## src/rtl/risc_fsm_controller.sv

```systemverilog
// Multi-cycle Moore control FSM for the Simple RISC Machine datapath, with stall cycles,
// an illegal-instruction trap and a saturating retired-instruction counter.
// Optional: define RISC_FSM_ERR_RECOVER_EN so the trap state falls back to WAIT (err stays sticky).
module risc_fsm_controller #(
    parameter int STALL_CYCLES = 0,
    parameter int COUNT_W      = 16,
    parameter int VSEL_W       = 4
) (
    input  logic               clk,
    input  logic               reset,
    input  logic               s,
    input  logic [2:0]         opcode,
    input  logic [1:0]         op,
    output logic [2:0]         nsel,
    output logic [VSEL_W-1:0]  vsel,
    output logic               loada,
    output logic               loadb,
    output logic               asel,
    output logic               bsel,
    output logic               loadc,
    output logic               loads,
    output logic               write,
    output logic               w,
    output logic               err,
    output logic [COUNT_W-1:0] instr_count
);

    typedef enum logic [3:0] {
        ST_WAIT      = 4'd0,
        ST_DECODE    = 4'd1,
        ST_GET_A     = 4'd2,
        ST_GET_B     = 4'd3,
        ST_EXEC      = 4'd4,
        ST_WRITE_REG = 4'd5,
        ST_WRITE_IMM = 4'd6,
        ST_DONE      = 4'd7,
        ST_STALL     = 4'd8,
        ST_ERR       = 4'd9
    } state_e;

    typedef enum logic [2:0] {
        CLS_MOV_IMM = 3'd0,
        CLS_MOV_REG = 3'd1,
        CLS_ADD     = 3'd2,
        CLS_CMP     = 3'd3,
        CLS_AND     = 3'd4,
        CLS_MVN     = 3'd5,
        CLS_ILLEGAL = 3'd6
    } cls_e;

    // The stall counter is loaded in DONE, so it starts one below the requested cycle count.
    localparam logic [3:0] STALL_LOAD = (STALL_CYCLES > 0) ? 4'(STALL_CYCLES - 1) : 4'd0;
    localparam logic [COUNT_W-1:0] COUNT_MAX = {COUNT_W{1'b1}};

    function automatic cls_e classify(input logic [2:0] opc, input logic [1:0] o);
        cls_e c;
        case ({opc, o})
            5'b110_10: c = CLS_MOV_IMM;
            5'b110_00: c = CLS_MOV_REG;
            5'b101_00: c = CLS_ADD;
            5'b101_01: c = CLS_CMP;
            5'b101_10: c = CLS_AND;
            5'b101_11: c = CLS_MVN;
            default:   c = CLS_ILLEGAL;
        endcase
        return c;
    endfunction

    state_e             state_q, state_d;
    cls_e               cls_q, cls_d;
    logic [3:0]         stall_q, stall_d;
    logic [COUNT_W-1:0] count_q, count_d;
    logic               err_q, err_d;
    logic [2:0]         nsel_q, nsel_d;
    logic [VSEL_W-1:0]  vsel_q, vsel_d;
    logic               loada_q, loada_d;
    logic               loadb_q, loadb_d;
    logic               asel_q, asel_d;
    logic               bsel_q, bsel_d;
    logic               loadc_q, loadc_d;
    logic               loads_q, loads_d;
    logic               write_q, write_d;
    logic               w_q, w_d;

    // Next-state, instruction capture and stall/retire counter update.
    always_comb begin
        state_d = state_q;
        cls_d   = cls_q;
        stall_d = stall_q;
        case (state_q)
            ST_WAIT: begin
                if (s) begin
                    state_d = ST_DECODE;
                    cls_d   = classify(opcode, op);
                end else begin
                    state_d = ST_WAIT;
                end
            end
            ST_DECODE: begin
                case (cls_q)
                    CLS_MOV_IMM:                  state_d = ST_WRITE_IMM;
                    CLS_MOV_REG, CLS_MVN:         state_d = ST_GET_B;
                    CLS_ADD, CLS_CMP, CLS_AND:    state_d = ST_GET_A;
                    default:                      state_d = ST_ERR;
                endcase
            end
            ST_GET_A:     state_d = ST_GET_B;
            ST_GET_B:     state_d = ST_EXEC;
            ST_EXEC: begin
                if (cls_q == CLS_CMP) begin
                    state_d = ST_DONE;
                end else begin
                    state_d = ST_WRITE_REG;
                end
            end
            ST_WRITE_REG: state_d = ST_DONE;
            ST_WRITE_IMM: state_d = ST_DONE;
            ST_DONE: begin
                if (STALL_CYCLES == 0) begin
                    state_d = ST_WAIT;
                end else begin
                    state_d = ST_STALL;
                    stall_d = STALL_LOAD;
                end
            end
            ST_STALL: begin
                if (stall_q == 4'd0) begin
                    state_d = ST_WAIT;
                end else begin
                    stall_d = stall_q - 4'd1;
                end
            end
`ifdef RISC_FSM_ERR_RECOVER_EN
            ST_ERR:       state_d = ST_WAIT;
`else
            ST_ERR:       state_d = ST_ERR;
`endif
            default:      state_d = ST_WAIT;
        endcase

        if ((state_q == ST_DONE) && (count_q != COUNT_MAX)) begin
            count_d = count_q + COUNT_W'(1);
        end else begin
            count_d = count_q;
        end

        err_d = err_q | (state_d == ST_ERR);
    end

    // Output decode of the upcoming state so every strobe leaves a flop aligned with its state.
    always_comb begin
        nsel_d  = 3'b000;
        vsel_d  = '0;
        loada_d = 1'b0;
        loadb_d = 1'b0;
        asel_d  = 1'b0;
        bsel_d  = 1'b0;
        loadc_d = 1'b0;
        loads_d = 1'b0;
        write_d = 1'b0;
        w_d     = 1'b0;
        case (state_d)
            ST_WAIT: w_d = 1'b1;
            ST_GET_A: begin
                nsel_d  = 3'b001;
                loada_d = 1'b1;
            end
            ST_GET_B: begin
                nsel_d  = 3'b100;
                loadb_d = 1'b1;
            end
            ST_EXEC: begin
                asel_d = (cls_q == CLS_MOV_REG) || (cls_q == CLS_MVN);
                if (cls_q == CLS_CMP) begin
                    loads_d = 1'b1;
                end else begin
                    loadc_d = 1'b1;
                    loads_d = (cls_q != CLS_MOV_REG);
                end
            end
            ST_WRITE_REG: begin
                nsel_d    = 3'b010;
                vsel_d[0] = 1'b1;
                write_d   = 1'b1;
            end
            ST_WRITE_IMM: begin
                nsel_d    = 3'b001;
                vsel_d[2] = 1'b1;
                write_d   = 1'b1;
            end
            default: w_d = 1'b0;
        endcase
    end

    // State, counters and registered outputs; reset forces the idle WAIT picture immediately.
    always_ff @(posedge clk or negedge reset) begin
        if (!reset) begin
            state_q <= ST_WAIT;
            cls_q   <= CLS_MOV_IMM;
            stall_q <= 4'd0;
            count_q <= '0;
            err_q   <= 1'b0;
            nsel_q  <= 3'b000;
            vsel_q  <= '0;
            loada_q <= 1'b0;
            loadb_q <= 1'b0;
            asel_q  <= 1'b0;
            bsel_q  <= 1'b0;
            loadc_q <= 1'b0;
            loads_q <= 1'b0;
            write_q <= 1'b0;
            w_q     <= 1'b1;
        end else begin
            state_q <= state_d;
            cls_q   <= cls_d;
            stall_q <= stall_d;
            count_q <= count_d;
            err_q   <= err_d;
            nsel_q  <= nsel_d;
            vsel_q  <= vsel_d;
            loada_q <= loada_d;
            loadb_q <= loadb_d;
            asel_q  <= asel_d;
            bsel_q  <= bsel_d;
            loadc_q <= loadc_d;
            loads_q <= loads_d;
            write_q <= write_d;
            w_q     <= w_d;
        end
    end

    assign nsel        = nsel_q;
    assign vsel        = vsel_q;
    assign loada       = loada_q;
    assign loadb       = loadb_q;
    assign asel        = asel_q;
    assign bsel        = bsel_q;
    assign loadc       = loadc_q;
    assign loads       = loads_q;
    assign write       = write_q;
    assign w           = w_q;
    assign err         = err_q;
    assign instr_count = count_q;

endmodule

```

## config.mk

```make
export PLATFORM = sky130hd
export DESIGN_NAME = risc_fsm_controller
export DESIGN_NICKNAME = d
export VERILOG_FILES = /design/src/rtl/risc_fsm_controller.sv
export SDC_FILE = /design/constraint.sdc
export NUM_CORES = 1
export LEC_CHECK = 0
export ABC_AREA = 1
export CAP_MARGIN = 20
export CORE_MARGIN = 8
export CORE_UTILIZATION = 45
export DETAILED_ROUTE_END_ITERATION = 6
export DONT_BUFFER_PORTS = 1
export PLACE_DENSITY = 0.62
export SYNTH_ARGS = -nofsm -noshare
export SYNTH_HDL_FRONTEND = slang
export SYNTH_SLANG_ARGS = --single-unit
```

## constraint.sdc

```tcl
create_clock -name clk -period 3.3 [get_ports clk]
set_input_delay 0.66 -clock clk [delete_from_list [all_inputs] [get_ports clk]]
set_output_delay 0.66 -clock clk [all_outputs]
set_load 0.02 [all_outputs]
```

After elaboration in Yosys (flattened, before gate mapping)
Cells that the tools add are included.

storage, ports and cells
  output and inout port bits = 32
  bits in registers = 40

operators by class
  eq/ne operators = 28
  add/sub/neg operators = 2
  muxes and demuxes = 18
  reduce and logical (&&, ||, !) cells = 13
  bitwise logic cells = 2

operator list
  kind                                                                count
  4-bit case mux with 8 select lines                                  1
  5-bit == test, second input constant                                6
  4-bit by 3-bit == test with 1-bit output, second input constant     7
  3-bit case mux with 6 select lines                                  1
  16-bit by 1-bit adder with 16-bit output, second input constant     1
  4-bit by 2-bit == test with 1-bit output, second input constant     4
  16-bit != test, second input constant                               1
  4-bit == test, second input constant                                3
  4-bit logical NOT                                                   3
  1-bit 2-to-1 mux                                                    12
  4-bit case mux with 3 select lines                                  1
  3-bit case mux with 3 select lines                                  1
  2-bit OR reduction                                                  4
  3-bit by 2-bit == test with 1-bit output, second input constant     2
  3-bit == test, second input constant                                2
  4-bit by 1-bit == test with 1-bit output, second input constant     1
  4-bit 2-to-1 mux                                                    1
  2-bit AND reduction                                                 2
  4-bit by 1-bit subtractor with 4-bit output, second input constant  1
  3-bit by 1-bit == test with 1-bit output, second input constant     1
  3-bit logical NOT                                                   1
  3-bit by 1-bit != test with 1-bit output, second input constant     1
  3-bit OR reduction                                                  1
  2-bit 2-to-1 mux                                                    1
  4 further kinds                                                     4

Longest topological paths before layout
Gate-level depths: netlist of run 1.

  word-level depth = 7
  depth in mapped cells = 11

Worst setup path before layout of run 1
No wires, ideal clock.

  kind = reg2reg
  start = register count_q[0], in the netlist instr_count[0]
  end = register count_q[13], in the netlist instr_count[13]
  data required time = 3.183 ns
  data arrival time = 1.466 ns
  setup slack = 1.717 ns
  buffers on the path = 1
  stages on the path, launching flop included = 12
  path through = dfrtp_1 -> ha_1 -> nand3_2 -> inv_2 -> nand2_2 -> clkinv_1 -> nand2_2 -> nand2_4 -> inv_4 -> buf_6 -> nand2_1 -> nand2_1

on the way
  cells in the longest elaborated chain, start to end = 2
  elaborated cells on any way between the ends = 3
  classes of those cells = add/sub (1); eq/ne (1); reduce/logical (1)

RTL lines
  what                                                                                              line  text
  start, declared                                                                                   72    logic [COUNT_W-1:0] count_q, count_d;
  start signal, assigned                                                                            217   count_q <= count_d;
  parallel branches: the longest is 2 deep, another holds 16-bit by 1-bit adder with 16-bit output  n/a

Parallel ways; which one is timed is not known.
A chain may end at the register's enable or synchronous reset.

Final worst setup path of run 1
  start = register count_q[0], in the netlist instr_count[0]
  end = register count_q[11], in the netlist instr_count[11]

The elaborated chain is that of the path after synthesis.

==> results.md, run 1 <==
- Initial antenna violation count: 0
- Count of H-tree levels built during CTS: 2
- Final Hold Violating Endpoints: 0
- Avg Synthesized Cell Area: 7.57 um^2
- # setup viols final: 0
- Top-level I/O count: 40
- Combinational power share: 0.8%
- Sum of buffers and inverters on the critical path: 3
- Kind of critical path: reg2reg
- Distinct cell type count of the synthesized netlist: 25
- Path category of the worst min-delay check: in2async
- Detailed Place HPWL: 3080 um
- Number of buffers on the longest clock path: 2
- Most frequent cells in the layout: 99 x nand2_1, 37 x dfrtp_1, 34 x nor2_1
- Antenna Violating Nets Remaining: 0
- Layout cells sized above 1: 8.12%
- Post-route clock period utilization: 53.2%
- PD cells: 375 nW/um^2
- Startpoint Class: register
- Depth of the worst register-to-register path: 10
- Number of buffers inserted for hold repair after clock tree synthesis: 0
- Effective utilization at floorplan: 46.6%
- PostCTS Resize Cnt: 0
- Switching share of power: 20.8%
- RSZ-0062 raised after global routing: false
- Fraction of the yosys area taken by sequential cells: 46.9%
- Average wire per cell in the routed design: 12.6 um
- Horizontal die dimension: 83.1 um
- Die Footprint: 6910 um^2
- Slowest cell delay on critical path: 540 ps
- Tot GR Track Use: 12.1%
- Yosys reg bits: 38
- DRC violation count after routing: 0
- Area of the mapped netlist: 2030 um^2
- Die boundary height: 83.1 um
- Clock tree from TritonCTS: done
- Number of detailed-routing iterations run before antenna repair: 4
- Yosys warning total: 0
- Int Power: 0.635 mW
- Vias post-DR: 1585
- Portion of total power attributed to sequential cells: 58.0%
- Grt ovf: 0
- Number of buffers created by CTS: 5
- Cells traversed along the worst timing path: ha_1, nand3_2, inv_2, nand2_2, clkinv_1, nand2_2, nand2_4, inv_4, nand2_1, nand2_1
- Critical Path Sink Type: register
- Count of buffers added by post-CTS timing repair for setup: 0
- Overall power of the completed layout: 0.802 mW
- Starting DRC count in detailed routing: 60
- Synthesis-to-finish area growth: 5.31%
- Cells after synthesis: 268
- Clock Root Buffer: clkbuf_8
- Largest net degree at the start of global routing: 39
- Number of max-slew violations in the final report: 0
- Antenna diode count: 0
- Clock Power Share: 41.1%
- Required time at the endpoint of the critical path: 3480 ps
- Reported net switching power: 0.167 mW
- R2R Path End: instr_count[11]
- Clock period minus worst slack: 1750 ps
- Std-Cell Rows: 24
- Worst Setup Slack post-DPL: 1560 ps
- FILL cells: 429
- Worst Setup Slack, final: 1550 ps
- Maximum capacitance violations: 0
- Leak pwr: 1.10 nW
- Most common library cell in the layout ignoring fill and taps: nand2_1
- Clock input transition at the sequential cells of the worst setup and hold paths: 80 ps
- Fin nets: 280
- Slack of the worst reg-to-reg path: 1550 ps
- Peak supply drop: 276 uV
- Result of the run: completed
- Weighted congestion at the end of routability-driven global placement: 0.877
- Setup TNS after final layout: 0 ps
- Gate family responsible for the most delay along the worst path: simple AND/OR/NAND/NOR gates
- Via density per instance: 4.91
- Achievable Freq: 570 MHz
- Buffers on Ports: 0
- Placeable core area: 4350 um^2
- Clock sinks: 38
- Via count of the first global-routing pass: 1536
- Clock network latency to the later pin of the worst-skew pair: 290 ps
- Critical Path Fanout Max: 17
- Highest-delay cell along the critical path: dfrtp_1
- Final core utilization: 49.1%
- Total Wirelength: 4080 um
- Launching point of the worst reg2reg path: instr_count[0]
- Crit path DAT: 1940 ps
- Wire length of the first global-routing pass: 7020 um
- Clock skew after layout: 7.71 ps
## worst register-to-register path, cell delays in order (launching register included)
cell and delay, ps:
dfrtp_1 540, ha_1 290, nand3_2 130, inv_2 90, nand2_2 60, clkinv_1 50
nand2_2 80, nand2_4 180, inv_4 110, nand2_1 90, nand2_1 50
## synthesized netlist by cell type
| cell type | number | share of area [%] |
|---|---|---|
| a31oi_1 | 1 | 0.31 |
| buf_4 | 5 | 1.9 |
| buf_6 | 2 | 1.1 |
| clkinv_1 | 1 | 0.18 |
| conb_1 | 1 | 0.18 |
| dfrtp_1 | 37 | 46 |
| dfstp_2 | 1 | 1.3 |
| ha_1 | 2 | 1.2 |
| inv_1 | 27 | 5.0 |
| inv_2 | 2 | 0.37 |
| inv_4 | 1 | 0.31 |
| nand2_1 | 99 | 18 |
| nand2_2 | 3 | 0.93 |
| nand2_4 | 1 | 0.56 |
| nand3_1 | 18 | 4.4 |
| nand3_2 | 1 | 0.49 |
| nand4_1 | 5 | 1.5 |
| nor2_1 | 34 | 6.3 |
| nor2_2 | 3 | 0.93 |
| nor3_4 | 1 | 0.80 |
| o21ai_0 | 8 | 2.0 |
| o22ai_1 | 1 | 0.31 |
| or2_2 | 1 | 0.31 |
| xnor2_1 | 9 | 3.9 |
| xor2_1 | 4 | 1.7 |
## worst max path at each step
stage | start | end | slack (ps) | cells after the start
after floorplan | instr_count[0] | instr_count[13] | 1720 | 11
after global placement | instr_count[0] | instr_count[14] | 1600 | 8
after detailed placement | instr_count[0] | instr_count[14] | 1560 | 10
after CTS | instr_count[0] | instr_count[11] | 1540 | 10
after global routing | instr_count[0] | instr_count[8] | 1350 | 10
final | instr_count[0] | instr_count[11] | 1550 | 10
## state kept, by name, indices dropped and copies added (netlist names), 2 cells and up
signal	count
cls_q	3
instr_count	16
nsel	2
stall_q	4
state_q	4
## area by class of cell
cell class | instances | area (um^2) | area share (%)
Sequential cell | 38 | 952 | 44.6
Multi-Input combinational cell | 194 | 905 | 42.4
Inverter | 31 | 119 | 5.57
Clock buffer | 6 | 82.6 | 3.87
Tap cell | 52 | 65.1 | 3.05
Clock inverter | 2 | 12.5 | 0.586
## per-stage QoR
step,instances,area (um^2),hold WS (ps)
2_1_floorplan,270,2040,364
3_3_place_gp,315,2040,366
3_5_place_dp,315,2040,366
4_1_cts,323,2140,47.8
5_1_grt,323,2140,40.6
6_report,323,2140,59.0
## kinds of logic after synthesis
group / after synthesis / share of synthesized area [%]
buffers and inverters: 38 / 8.82
AOI/OAI and AO/OA: 10 / 2.59
and+or+nand+nor: 166 / 34.6
other: 1 / 0.185
DFF: 38 / 46.9
xor gates and xnor gates: 13 / 5.61
adders and majority gates: 2 / 1.23
## power by group through the flow
stage	logic (mW)	registers, mW	clock network, mW
3_3_place_gp	0.00626	0.475	0
3_5_place_dp	0.00646	0.475	0
4_1_cts	0.00648	0.465	0.344
6_report	0.00657	0.465	0.330
5_1_grt	0.00744	0.465	0.361
2_1_floorplan	0.00876	0.475	0
## routing by layer
metal  part of all wire [%]  track usage [%]  vias to the layer above
met1                     42             12.8                      716
met3                    6.1             4.69                        8
li1                       -                -                      823
met5                      0                0                        -
met4                    1.8             4.31                        0
met2                     50             21.2                       38
Power figures use the tool's default switching activity.
==> run 2: changes to the inputs <==
--- a/config.mk
+++ b/config.mk
@@ -5,13 +5,13 @@
 export SDC_FILE = /design/constraint.sdc
 export NUM_CORES = 1
 export LEC_CHECK = 0
-export ABC_AREA = 1
+export ABC_AREA = 0
 export CAP_MARGIN = 20
 export CORE_MARGIN = 8
 export CORE_UTILIZATION = 45
 export DETAILED_ROUTE_END_ITERATION = 6
 export DONT_BUFFER_PORTS = 1
-export PLACE_DENSITY = 0.62
+export PLACE_DENSITY = 0.64
 export SYNTH_ARGS = -nofsm -noshare
 export SYNTH_HDL_FRONTEND = slang
 export SYNTH_SLANG_ARGS = --single-unit
==> constraint.sdc (replaced) <==
create_clock -name clk -period 1.4 [get_ports clk]
set_input_delay 0.28 -clock clk [delete_from_list [all_inputs] [get_ports clk]]
set_output_delay 0.28 -clock clk [all_outputs]
set_load 0.02 [all_outputs]
==> run 2 against run 1 <==
  * Highest routed layer unchanged
  * Largest cell class is now multi-input gates
  * The run now ends with negative setup slack left
  * Sequential share of layout area decreased by 13 points
  * Largest power group is now combinational logic
  * Sequential power rose to 3.8 times the previous value
  * Worst hold slack improved by 72 ps
  * Worst setup slack got worse by 1800 ps
  * Synthesized area decreased by 4.1%
  * Routed wire length grew 33%
  * Clock-buffer cell count shrank 1
  * Critical path depth decreased by 4
  * Cell count shrank 5.0%
  * Design area up 43%
  * Clock skew grew 0.94 ps
==> results.md, run 2 <==
- Yosys reg bits: 38 (unchanged)
- Fin nets: 264 (was 280)
- Top-area cell type share of the netlist area: 47.6% (was 45.7%)
- Routing usage on met2: 29.4% (was 21.2%)
- Synthesis-to-finish area growth: 57.5% (was 5.31%)
- Std-Cell Rows: 24 (unchanged)
- Horizontal die dimension: 81.7 um (was 83.1 um)
- Clock network latency to the later pin of the worst-skew pair: 290 ps (about the same)
- Area of the mapped netlist: 1940 um^2 (was 2030 um^2)
- Clock skew after layout: 8.65 ps (was 7.71 ps)
- Failing checks: negative setup slack
- Avg Synthesized Cell Area: 10.9 um^2 (was 7.57 um^2)
- Initial antenna violation count: 0 (unchanged)
- Clock input transition at the sequential cells of the worst setup and hold paths: 80 ps (about the same)
- Fraction of the yosys area taken by sequential cells: 49.0% (was 46.9%)
- Via density per instance: 5.44 (was 4.91)
- Total Wirelength: 5430 um (was 4080 um)
- Post-route design area: 3060 um^2 (was 2140 um^2)
- Kind of critical path: reg2reg (unchanged)
- Clock sinks: 38 (unchanged)
- Startpoint Class: register (unchanged)
- RSZ-0062 raised after global routing: true (was false)
- DRC violation count after routing: 0 (unchanged)
- Effective utilization at floorplan: 45.6% (was 46.6%)
- Slowest cell delay on critical path: 430 ps (was 540 ps)
- Crit path DAT: 1870 ps (was 1940 ps)
- Most frequent cells in the layout: 57 x buf_4, 19 x dfrtp_1, 18 x dfrtp_2 (was 99 x nand2_1, 37 x dfrtp_1, 34 x nor2_1)
- # setup viols final: 28 (was 0)
- Number of synthesized flops with an enable pin: 0 (unchanged)
- Number of max-slew violations in the final report: 0 (unchanged)
- Die Footprint: 6680 um^2 (was 6910 um^2)
- Dpl cell area: 2440 um^2 (was 2040 um^2)
- Layout cells sized above 1: 64.3% (was 8.12%)
- Highest-delay cell along the critical path: dfrtp_1 (unchanged)
- Largest net degree at the start of global routing: 39 (unchanged)
- Wire length of the first global-routing pass: 8270 um (was 7020 um)
- Result of the run: complete, but fails checks (was completed)
- Worst Setup Slack post-DPL: -191 ps (was 1560 ps)
- Top-level I/O count: 40 (unchanged)
- Antenna diode count: 0 (unchanged)
- Peak supply drop: 1450 uV (was 276 uV)
- Most numerous cell on the critical path: buf_4
- Antenna Violating Nets Remaining: 0 (unchanged)
- Worst Setup Slack, final: -250 ps (was 1550 ps)
- Leak pwr: 1.40 nW (was 1.10 nW)
- Main synth FF type: dfrtp_1 (unchanged)
- Number of buffers on the longest clock path: 2 (unchanged)
- Tot GR Track Use: 16.2% (was 12.1%)
- Busiest layer in global routing: met2 (unchanged)
- Grt met1 use: 16.4% (was 12.8%)
- Fraction of met3 tracks used by global routing: 5.80% (was 4.69%)
- Most common library cell in the layout ignoring fill and taps: buf_4 (was nand2_1)
- Clock period minus worst slack: 1650 ps (was 1750 ps)
- Distinct cell type count of the synthesized netlist: 50 (was 25)
- Top post-synthesis cells by area: dfrtp_1 48%, xor2_1 5.9%, buf_4 4.2%, nand2_1 2.7%, nand4_1 2.3% (was dfrtp_1 46%, nand2_1 18%, nor2_1 6.3%, inv_1 5.0%, nand3_1 4.4%)
- Clock Root Buffer: clkbuf_8 (unchanged)
- Footprint of the multi-input gates: 1220 um^2 (was 905 um^2)
- Count of H-tree levels built during CTS: 2 (unchanged)
- Average wire per cell in the routed design: 17.7 um (was 12.6 um)
- Placeable core area: 4260 um^2 (was 4350 um^2)
- Number of detailed-routing iterations run before antenna repair: 4 (unchanged)
- Clock tree from TritonCTS: done (unchanged)
- Required time at the endpoint of the critical path: 1620 ps (was 3480 ps)
- Ranking of synthesized cells by instance count: 37 x dfrtp_1, 14 x nand2_1, 13 x xor2_1, 11 x buf_4, 10 x nor2_1 (was 99 x nand2_1, 37 x dfrtp_1, 34 x nor2_1, 27 x inv_1, 18 x nand3_1)
- Gate family responsible for the most delay along the worst path: compound AO/OA/AOI/OAI gates (was simple AND/OR/NAND/NOR gates)
- Setup TNS after final layout: -2310 ps (was 0 ps)
- Async set-or-reset flop fraction in the synthesized netlist: 100% (unchanged)
- Count leader, synth: dfrtp_1 (was nand2_1)
- Sum of buffers and inverters on the critical path: 2 (was 3)
- FILL cells: 286 (was 429)
- Hold WS: 131 ps (was 59.0 ps)
- Maximum capacitance violations: 0 (unchanged)
- Grt ovf: 0 (unchanged)
- Flip-flop and latch area: 975 um^2 (was 952 um^2)
- Starting DRC count in detailed routing: 46 (was 60)
- Vias post-DR: 1669 (was 1585)
- Post-route clock period utilization: 118% (was 53.2%)
- PD cells: 1850 nW/um^2 (was 375 nW/um^2)
- Achievable Freq: 606 MHz (was 570 MHz)
- Cells traversed along the worst timing path: buf_4, buf_4, a21oi_1, a2bb2oi_4, o21bai_4, nor3_2 (was ha_1, nand3_2, inv_2, nand2_2, clkinv_1, nand2_2, nand2_4, inv_4, nand2_1, nand2_1)
- Number of buffers created by CTS: 5 (unchanged)
- Critical Path Sink Type: register (unchanged)
- Number of flip-flops under the largest register name: 16 (unchanged)
- Cells after synthesis: 179 (was 268)
- Final Hold Violating Endpoints: 0 (unchanged)
- Yosys warning total: 0 (unchanged)
- Biggest area consumer among synthesized cells: dfrtp_1 (unchanged)
- Die boundary height: 81.7 um (was 83.1 um)
- Detailed Place HPWL: 3430 um (was 3080 um)
- Buffers on Ports: 0 (unchanged)
- Path category of the worst min-delay check: in2reg (was in2async)
- Critical Path Fanout Max: 4 (was 17)
- Via count of the first global-routing pass: 1717 (was 1536)
- Weighted congestion at the end of routability-driven global placement: 0.917 (was 0.877)
run 2: logic make-up after synthesis:
group	count (synthesis)	synth area share (%)
and+or+nand+nor	68	22.3
DFF	38	49.0
AOI/OAI and AO/OA	34	13.1
muxes	3	1.74
xor gates and xnor gates	15	6.76
other	1	0.193
buffers and inverters	18	5.66
adders and majority gates	2	1.29
run 2: layout make-up:
class                           instances  share of cell area, %
Timing Repair Buffer                   78                   22.5
Clock buffer                            5                   2.25
Multi-Input combinational cell        125                   39.8
Clock inverter                          3                  0.695
Inverter                                6                  0.817
Sequential cell                        38                   31.8
Tap cell                               52                   2.13
run 2: where the power goes:
| part | internal (mW) | total (mW) | switching (mW) |
|---|---|---|---|
| clock network | 0.349 | 0.752 | 0.403 |
| logic | 1.66 | 3.11 | 1.45 |
| registers | 1.39 | 1.79 | 0.404 |
run 2: metal layers:
| layer | up-vias | wire length [um] |
|---|---|---|
| li1 | 784 | - |
| met1 | 841 | 2010 |
| met2 | 34 | 2950 |
| met3 | 10 | 368 |
| met4 | 0 | 102 |
| met5 | - | 0 |
run 2: worst register-to-register path: cells and delay by family, from the launching register on:
family	cells	cell delay [ps]
AOI/OAI and AO/OA	3	640
buffers and inverters	2	320
DFF	1	430
and+or+nand+nor	1	180
run 2: worst paths after layout:
kind	start	to	slack (ps)	cells after the start
worst min-delay path	opcode[2]	cls_q[0]	130	2
max in group asynchronous	reset	w	680	2
worst max register to register	state_q[3]	loada	-250	6
worst min register to register	stall_q[3]	stall_q[3]	510	1
worst max-delay path	state_q[3]	loada	-250	6
min in group asynchronous	reset	stall_q[0]	480	2
run 2: repair_timing:
| item | in CTS | in global routing |
|---|---|---|
| gates resized for setup | 47 | 33 |
| pin swaps | 19 | 16 |
| hold buffers | 2 | 0 |
| endpoints found under the setup margin | 28 | 36 |
| gates cloned | 1 | 0 |
| hold endpoints to repair | 38 | 0 |
| setup buffers | 10 | 7 |
run 2: through the flow:
stage / instances / power [mW] / utilization, %
after CTS: 301 / 5.07 / 67.0
after floorplan: 181 / 2.97 / -
after global placement: 280 / 3.79 / 57.3
after global routing: 307 / 5.95 / 71.8
final: 307 / 5.65 / 71.8
after detailed placement: 280 / 3.88 / 57.3
